[src/rtl/ldst_pkg.sv]
// Shared load/store port types and helpers for the request arbiter and its ID FIFO.
package ldst_pkg;

  localparam int LDST_AW      = 32;
  localparam int LDST_DW      = 32;
  localparam int LDST_MAX_SRC = 4;

  typedef logic [1:0] ldst_src_id_t;

  typedef struct packed {
    logic               we;
    logic [LDST_AW-1:0] addr;
    logic [LDST_DW-1:0] wdata;
  } ldst_req_t;

  typedef struct packed {
    logic               err;
    logic [LDST_DW-1:0] rdata;
  } ldst_rsp_t;

  function automatic ldst_src_id_t ldst_next_src(input ldst_src_id_t id, input int n_src);
    return (int'(id) >= n_src - 1) ? ldst_src_id_t'(0) : id + ldst_src_id_t'(1);
  endfunction

endpackage

[src/rtl/ldst_id_fifo.sv]
// Synchronous FIFO of source IDs in grant order; extra pointer bit distinguishes full from empty.
module ldst_id_fifo #(
  parameter int W     = 1,
  parameter int DEPTH = 4
) (
  input  logic                   clk,
  input  logic                   rst,
  input  logic                   push,
  input  logic [W-1:0]           push_id,
  input  logic                   pop,
  output logic [W-1:0]           head,
  output logic                   full,
  output logic                   empty,
  output logic [$clog2(DEPTH):0] count
);

  localparam int PW = $clog2(DEPTH);

  logic [W-1:0] mem [DEPTH];
  logic [PW:0]  wr_ptr;
  logic [PW:0]  rd_ptr;

  always_ff @(posedge clk or posedge rst) begin
    if (rst) begin
      wr_ptr <= '0;
      rd_ptr <= '0;
    end else begin
      if (push) wr_ptr <= wr_ptr + (PW+1)'(1);
      if (pop)  rd_ptr <= rd_ptr + (PW+1)'(1);
    end
  end

  // Storage holds no control state, so it is left unreset.
  always_ff @(posedge clk) begin
    if (push) mem[wr_ptr[PW-1:0]] <= push_id;
  end

  assign head  = mem[rd_ptr[PW-1:0]];
  assign count = wr_ptr - rd_ptr;
  assign full  = (count == (PW+1)'(DEPTH));
  assign empty = (wr_ptr == rd_ptr);

endmodule

[src/rtl/ldst_arb.sv]
// Round-robin arbiter sharing one load/store master port among N_SRC requesters,
// routing in-order responses back to the issuing source via an ID FIFO.
module ldst_arb
  import ldst_pkg::*;
#(
  parameter int N_SRC    = 2,
  parameter int MAX_OUTS = 4,
  parameter int AW       = 32,
  parameter int DW       = 32,
  localparam int REQ_W   = 1 + AW + DW,
  localparam int RSP_W   = 1 + DW,
  localparam int CNT_W   = $clog2(MAX_OUTS + 1)
) (
  input  logic                   clk,
  input  logic                   rst,
  input  logic [N_SRC-1:0]       src_req_vld,
  input  logic [N_SRC*REQ_W-1:0] src_req_pkt,
  output logic [N_SRC-1:0]       src_req_rdy,
  output logic [N_SRC-1:0]       src_rsp_vld,
  output logic [N_SRC*RSP_W-1:0] src_rsp_pkt,
  input  logic [N_SRC-1:0]       src_rsp_rdy,
  output logic                   gen_req_vld,
  output logic [REQ_W-1:0]       gen_req_pkt,
  input  logic                   gen_req_rdy,
  input  logic                   gen_rsp_vld,
  input  logic [RSP_W-1:0]       gen_rsp_pkt,
  output logic                   gen_rsp_rdy,
  output logic [CNT_W-1:0]       outs_cnt
);

  localparam int SID_W = $clog2(N_SRC);

  logic                    active;
  ldst_src_id_t            prio;
  ldst_src_id_t            rr_id;
  ldst_src_id_t            lock_id;
  ldst_src_id_t            winner;
  logic                    lock;
  logic                    win_vld;
  logic [REQ_W-1:0]        win_pkt;
  logic                    accept;
  logic                    rsp_fire;
  logic                    head_rdy;
  logic [SID_W-1:0]        head_id;
  logic                    fifo_full;
  logic                    fifo_empty;
  logic [$clog2(MAX_OUTS):0] fifo_count;

  // Descending offsets: the requester closest at/after prio is assigned last and wins.
  always_comb begin
    rr_id = prio;
    for (int k = N_SRC - 1; k >= 0; k--) begin
      for (int i = 0; i < N_SRC; i++) begin
        if (src_req_vld[i] && (i == (int'(prio) + k) % N_SRC)) rr_id = ldst_src_id_t'(i);
      end
    end
  end

  assign winner = lock ? lock_id : rr_id;

  always_comb begin
    win_vld     = 1'b0;
    win_pkt     = '0;
    src_req_rdy = '0;
    for (int i = 0; i < N_SRC; i++) begin
      if (ldst_src_id_t'(i) == winner) begin
        win_vld        = src_req_vld[i];
        win_pkt        = src_req_pkt[i*REQ_W +: REQ_W];
        src_req_rdy[i] = active & gen_req_rdy & ~fifo_full;
      end
    end
  end

  assign gen_req_vld = active & win_vld & ~fifo_full;
  assign gen_req_pkt = win_pkt;
  assign accept      = gen_req_vld & gen_req_rdy;

  always_comb begin
    src_rsp_vld = '0;
    head_rdy    = 1'b0;
    for (int i = 0; i < N_SRC; i++) begin
      if (ldst_src_id_t'(i) == ldst_src_id_t'(head_id)) begin
        src_rsp_vld[i] = active & gen_rsp_vld & ~fifo_empty;
        head_rdy       = src_rsp_rdy[i];
      end
    end
  end

  assign src_rsp_pkt = {N_SRC{gen_rsp_pkt}};
  assign gen_rsp_rdy = active & head_rdy & ~fifo_empty;
  assign rsp_fire    = gen_rsp_vld & gen_rsp_rdy;

  // active holds every handshake output low for the first cycle after reset release.
  always_ff @(posedge clk or posedge rst) begin
    if (rst) begin
      active  <= 1'b0;
      prio    <= '0;
      lock    <= 1'b0;
      lock_id <= '0;
    end else begin
      active  <= 1'b1;
      lock    <= gen_req_vld & ~gen_req_rdy;
      lock_id <= winner;
      if (accept) prio <= ldst_next_src(winner, N_SRC);
    end
  end

  ldst_id_fifo #(
    .W     (SID_W),
    .DEPTH (MAX_OUTS)
  ) u_id_fifo (
    .clk     (clk),
    .rst     (rst),
    .push    (accept),
    .push_id (winner[SID_W-1:0]),
    .pop     (rsp_fire),
    .head    (head_id),
    .full    (fifo_full),
    .empty   (fifo_empty),
    .count   (fifo_count)
  );

  assign outs_cnt = CNT_W'(fifo_count);

  a_no_push_full: assert property (@(posedge clk) disable iff (rst) accept |-> !fifo_full);
  a_no_pop_empty: assert property (@(posedge clk) disable iff (rst) rsp_fire |-> !fifo_empty);
  a_no_rsp_empty: assert property (@(posedge clk) disable iff (rst) !(gen_rsp_vld && fifo_empty));
  a_req_stable:   assert property (@(posedge clk) disable iff (rst)
                                   (gen_req_vld && !gen_req_rdy) |=> $stable(gen_req_pkt));

endmodule
[config.mk]
export PLATFORM = sky130hd
export DESIGN_NAME = ldst_arb
export DESIGN_NICKNAME = d
export VERILOG_FILES = /design/src/rtl/ldst_pkg.sv /design/src/rtl/ldst_id_fifo.sv /design/src/rtl/ldst_arb.sv
export SDC_FILE = /design/constraint.sdc
export NUM_CORES = 1
export LEC_CHECK = 0
export CORE_AREA = 3 3 121 123
export DETAILED_ROUTE_END_ITERATION = 7
export DIE_AREA = 0 0 124 126
export SLEW_MARGIN = 0
export SYNTH_ARGS = -nofsm -noshare
export SYNTH_HDL_FRONTEND = slang
export SYNTH_SLANG_ARGS = --single-unit
[constraint.sdc]
create_clock -name clk -period 6.25 [get_ports clk]
set_input_delay 1.25 -clock clk [delete_from_list [all_inputs] [get_ports clk]]
set_output_delay 1.25 -clock clk [all_outputs]
set_load 0.01 [all_outputs]
# After elaboration in Yosys (flattened, before gate mapping)

Memory sizes are Yosys's and may differ from the RTL's.
Cells that the tools add are included.

Flip-flop bits (word level): 12
Bits in writable memories: 4
Bits of input ports: 171
Output and inout bits: 140
Word-level logic and storage cells: 56
Memories kept: 1

Memory list:

| name          | words | bits a word | read ports | clocked after memory_dff | wr ports | line               | source |
|---|---|---|---|---|---|---|---|
| u_id_fifo.mem | 4     | 1           | 1          | 0                        | 1        | ldst_id_fifo.sv:19 | `logic [W-1:0] mem [DEPTH];` |

Add/subtract/negate cells: 5
Magnitude comparators: 1
Eq/ne operators: 4
Mux-type cells: 17
Bitwise logic cells: 15
Reductions and logical operators: 7

Operators by type and width:

| kind                | number |
|---|---|
| $mux 65             | 2 |
| $logic_not 32->1    | 2 |
| $mux 2              | 6 |
| $and 1x1->1         | 11 |
| $mux 1              | 9 |
| $add 3x1->3 const B | 2 |
| $logic_and 1x1->1   | 4 |
| $eq 3x3->1          | 1 |
| $eq 3x3->1 const B  | 1 |
| $not 1->1           | 3 |
| $sub 3x3->3         | 1 |
| $add 2x1->2 const B | 1 |
| $eq 1x2->1 const A  | 1 |
| $eq 2x2->1 const A  | 1 |
| $ge 2x1->1 const B  | 1 |
| $logic_not 2->1     | 1 |
| $add 1x1->1 const B | 1 |
| $and 1x1->1 const A | 1 |

# Longest topological paths before layout

Depth after elaboration: 17
Gate-level depth with buffers: 10
Depth with buffers taken out: 9

# By module

Synthesis repeated with hierarchy kept, for this count alone.

Cells, all modules: 368
Area, all modules: 2,397.3 um2

By module, submodules not included:

| module       | instances | cells each | area each (um2) | sequential area each (um2) |
|---|---|---|---|---|
| ldst_arb     | 1         | 324        | 1,841.8         | 150.1 |
| ldst_id_fifo | 1         | 44         | 555.5           | 270.3 |

# Worst setup path before layout

No wires, ideal clock.

Kind: in2out
From: in src_req_vld[1]
To: out gen_req_pkt[26]
Arrival time: 2.935 ns
Data required time: 5.000 ns
Setup slack: 2.065 ns
Stages on the path: 7
Buffers on the path: 2
Path through: maj3_1 mux2i_1 ha_1 clkbuf_1 buf_1 nand2_1 o21ai_0

Cells in the longest elaborated chain, start to end: 8
Elaborated cells between the ends (all ways): 10
Classes of those cells: 1 x eq/ne; 6 x mux; 3 x reduce/logical

Ends and longest elaborated chain:

| element              | line           | source |
|---|---|---|
| start, declared      | ldst_arb.sv:16 | `input logic [N_SRC-1:0] src_req_vld,` |
| $logic_and 1x1->1    | ldst_arb.sv:54 | `if (src_req_vld[i] && (i == (int'(prio) + k) % N_SRC)) rr_id = ldst_src_id_t'(i);` |
| $mux 2 (2 in series) | ldst_arb.sv:54 |  |
| $mux 2 (*)           | ldst_arb.sv:54 |  |
| $mux 2 (*)           | ldst_arb.sv:59 | `assign winner = lock ? lock_id : rr_id;` |
| $logic_not 2->1      | ldst_arb.sv:66 | `if (ldst_src_id_t'(i) == winner) begin` |
| $mux 65              | ldst_arb.sv:66 |  |
| $mux 65 (*)          | ldst_arb.sv:66 |  |
| end, declared        | ldst_arb.sv:23 | `output logic [REQ_W-1:0] gen_req_pkt,` |

Mark *: on every way between the ends. The rest lies on a longest branch, timed or not.

# Worst setup path in the final report

From: in src_req_vld[1]
To: out gen_req_vld

Cells in the longest elaborated chain, start to end: 10
Elaborated cells between the ends (all ways): 12
Classes of those cells: 1 x eq/ne; 6 x mux; 2 x bitwise; 3 x reduce/logical

Ends and longest elaborated chain:

| element                       | line              | source |
|---|---|---|
| $logic_and 1x1->1             | ldst_arb.sv:54    |  |
| $mux 2 (2 in series)          | ldst_arb.sv:54    |  |
| $mux 2 (*)                    | ldst_arb.sv:54    |  |
| $mux 2 (*)                    | ldst_arb.sv:59    |  |
| net u_id_fifo.push_id         | ldst_id_fifo.sv:9 | `input logic [W-1:0] push_id,` |
| $logic_not 2->1               | ldst_arb.sv:66    |  |
| $mux 1                        | ldst_arb.sv:66    |  |
| $mux 1 (*)                    | ldst_arb.sv:66    |  |
| $and 1x1->1 (*) (2 in series) | ldst_arb.sv:74    | `assign gen_req_vld = active & win_vld & ~fifo_full;` |
| end, declared                 | ldst_arb.sv:22    | `output logic gen_req_vld,` |

The timed path passes the listed nets; every way through them passes the cells marked *.

==> flow_summary_export.csv <==
group,metric,value,unit
clock_tree,htree_levels,1,
logic_synthesis,synth_edf_count,4,
timing,fin_skew,4.038,ps
cells_and_area,layout_common_cells,"clkdlybuf4s50_1 (211), nand2_1 (135), o21ai_0 (67), dfrtp_1 (12), inv_1 (11)",
setup_path,path_cells,"clkdlybuf4s50_1, maj3_1, mux2i_1, inv_1, ha_4, buf_12, nand2_1, a221oi_4, clkdlybuf4s50_1",
clock_tree,cts_hold_buf,0,
clock_tree,cts_tree,"built",
place,gp_congestion,0.8454,
timing,fin_crit,5504,ps
timing,whs,523.3,ps
cells_and_area,drive_gt1_share,2.222,%
detailed_routing,drtPass1Iterations,4,
grt,grt_pass1_vias,2731,
die,start_util,17.11,%
grt,grt_pass1_wl,13430,um
cells_and_area,area_growth,79.94,%
die,die_h,126,um
place,place_area,4163,um2
setup_path,worstSetupPathType,"input pin to primary output",
logic_synthesis,async_reset_ff_share,75.00,%
place,port_buffers,211,
power,p_sw,636.8,uW
timing,slew_viol_final,0,
detailed_routing,routed_wl,9104,um
cells_and_area,stdcell_area,4242,um2
logic_synthesis,ys.flop_type,"dfrtp_1",
job,cap_violations,0,
logic_synthesis,ys_seq_elements,16,
die,core,13770,um2
clock_tree,worstSkewPairLatency,250,ps
clock_tree,root_buffer,"clkbuf_16",
cells_and_area,finish.utilization,30.80,%
power,clockPowerShare,8.5,%
power,ir_drop,0.0001316,V
clock_tree,clkTransAtPathRegs,50,ps
power,power,1471,uW
detailed_routing,routedWlPerCell,13.49,um
logic_synthesis,netlist_instances,365,
grt,grt_max_degree,82,
setup_path,critical_path.max_stage_delay,610,ps
die,fp.dieW,124,um
die,rows,43,
detailed_routing,dr.first_iter.drc_count,117,
clock_tree,cts_buffers,3,
setup_path,critical-path-slowest-cell,"clkdlybuf4s50_1",
place,dpl.hpwl,7501,um
logic_synthesis,synth_cell_types,32,
clock_tree,postCtsResizedCells,0,
logic_synthesis,synth.cell_area,2357,um2
detailed_routing,ant_nets,0,
clock_tree,cts_setup_buffers,0,
power,powerDensity,346.8,nW/um2
setup_path,cp.required,5000,ps
timing,rsz0062_at_grt,"false",
timing,finalSetupTns,0,ps
cells_and_area,nNetsFinal,678,
timing,worst_slew_pin_slew,521.1,ps
setup_path,cp_max_fo,81,
power,p_seq_share,12.2,%
logic_synthesis,synth_seq_area_share,17.83,%
die,pin_count,311,
grt,grt_antenna_before_repair,0,
power,leakagePower,0.001704,uW
detailed_routing,drc,0,
timing,min_period_over_period,88.07,%
clock_tree,clock_sinks,16,
grt,overflow,0,
setup_path,cp_top_family,"buffers and inverters",
power,switching_share,43.29,%
logic_synthesis,syn_area_per_cell,6.458,um2
setup_path,arrival,4250,ps
hold_path,hp-class,"flop to flop",
detailed_routing,via_count,2746,
detailed_routing,viasPerCell,4.068,
cells_and_area,num_antenna_cells,0,
timing,setup_viol,0,
power,p_comb_share,79.3,%
grt,track_usage,10.73,%
setup_path,crit_top_cell,"clkdlybuf4s50_1",
timing,slew_headroom,65.26,%
power,p_int,834.1,uW
logic_synthesis,syn_nets,547,
timing,max_freq,181.7,MHz
setup_path,crit_buf_inv,4,
timing,hold_viol_final,0,
setup_path,endpoint_kind,"primary output",
cells_and_area,final_common_cell,"clkdlybuf4s50_1",
logic_synthesis,ys_warn_count,0,
clock_tree,clock_path_buffers,2,
die,dieArea,15620,um2
outcome,status,"finished, final reports clean",
setup_path,crit_path_start_kind,"input pin",
-- power by group through the flow --
stage,registers [uW],clock network (uW),logic (uW)
final,179,125,1170
after floorplan,169,0,601
after global routing,185,132,1280
after global placement,179,0,1170
after detailed placement,182,0,1180
after CTS,179,128,1190
-- kinds of logic (layout without fill, tap and decap cells) --
kind of cell | after synthesis | after routing | synth area share [%]
other cells | 1 | 1 | 0.1591
simple gates | 153 | 153 | 26.12
compound gates | 71 | 71 | 16.40
xor+xnor | 6 | 6 | 2.919
fa+ha+maj | 12 | 12 | 6.582
buf+inv | 99 | 229 | 26.43
mux | 7 | 7 | 3.556
flops | 16 | 16 | 17.83
-- synth_stat cells (all sizes together), types with 2 or more instances --
library cell  count  area share [%]
edfxtp            4             5.1
xor2              4             1.5
ha               10             5.3
mux2i             5             2.1
and4              2            0.74
inv              11             1.8
nor2b             2            0.53
nor2              4            0.64
buf              75              23
nand2           135              21
and3              4             1.1
o21ai            67              14
and2              2            0.53
clkbuf           13             2.1
dfrtp            12              13
-- path summary, 6_finish.rpt --
kind | cells after the start | startpoint | slack, ps | to
hold reg to reg | 1 | u_id_fifo.rd_ptr[2] | 520 | u_id_fifo.rd_ptr[2]
setup / recovery | 9 | src_req_vld[1] | 750 | gen_req_vld
min in group asynchronous | 2 | rst | 1320 | lock_id[0]
max in group asynchronous | 2 | rst | 4600 | lock
hold / removal | 1 | u_id_fifo.rd_ptr[2] | 520 | u_id_fifo.rd_ptr[2]
setup reg to reg | 9 | prio[0] | 3200 | prio[0]
-- metrics by stage --
stage	setup WS (ps)	instances
final	745.8	675
after global routing	484.7	675
after CTS	724.9	675
after detailed placement	735.5	671
after global placement	817.8	671
after floorplan	2065	365
-- state kept, by name, summed over array words and instances (netlist names) --
register,flops
u_id_fifo.rd_ptr,3
u_id_fifo.mem,4
lock,1
u_id_fifo.wr_ptr,3
lock_id,2
prio,2
active,1
-- cell type report --
| class | count | area, um2 |
|---|---|---|
| inverter | 11 | 41.29 |
| timing repair buffer | 214 | 2147 |
| fill | 1482 | 9532 |
| clock buffer | 4 | 78.83 |
| tap | 180 | 225.2 |
| sequential | 16 | 420.4 |
| multi-input combinational | 250 | 1329 |
-- routing by layer --
layer	track usage, %	vias up	share of wire, %
met1	11.39	1191	34
met5	0	-	0
met4	4.446	0	3.4
met3	3.323	27	12
li1	-	1360	-
met2	19.34	168	50
-- worst register-to-register path: stages (launching register included) --
cell and delay (ps):
dfrtp_1 360, maj3_1 160, mux2i_1 110, inv_1 200, ha_4 500, buf_12 320
nand2_1 200, a221oi_4 400, and2_0 330, mux2_1 350
Note: power is estimated with default switching activity, not from simulation.
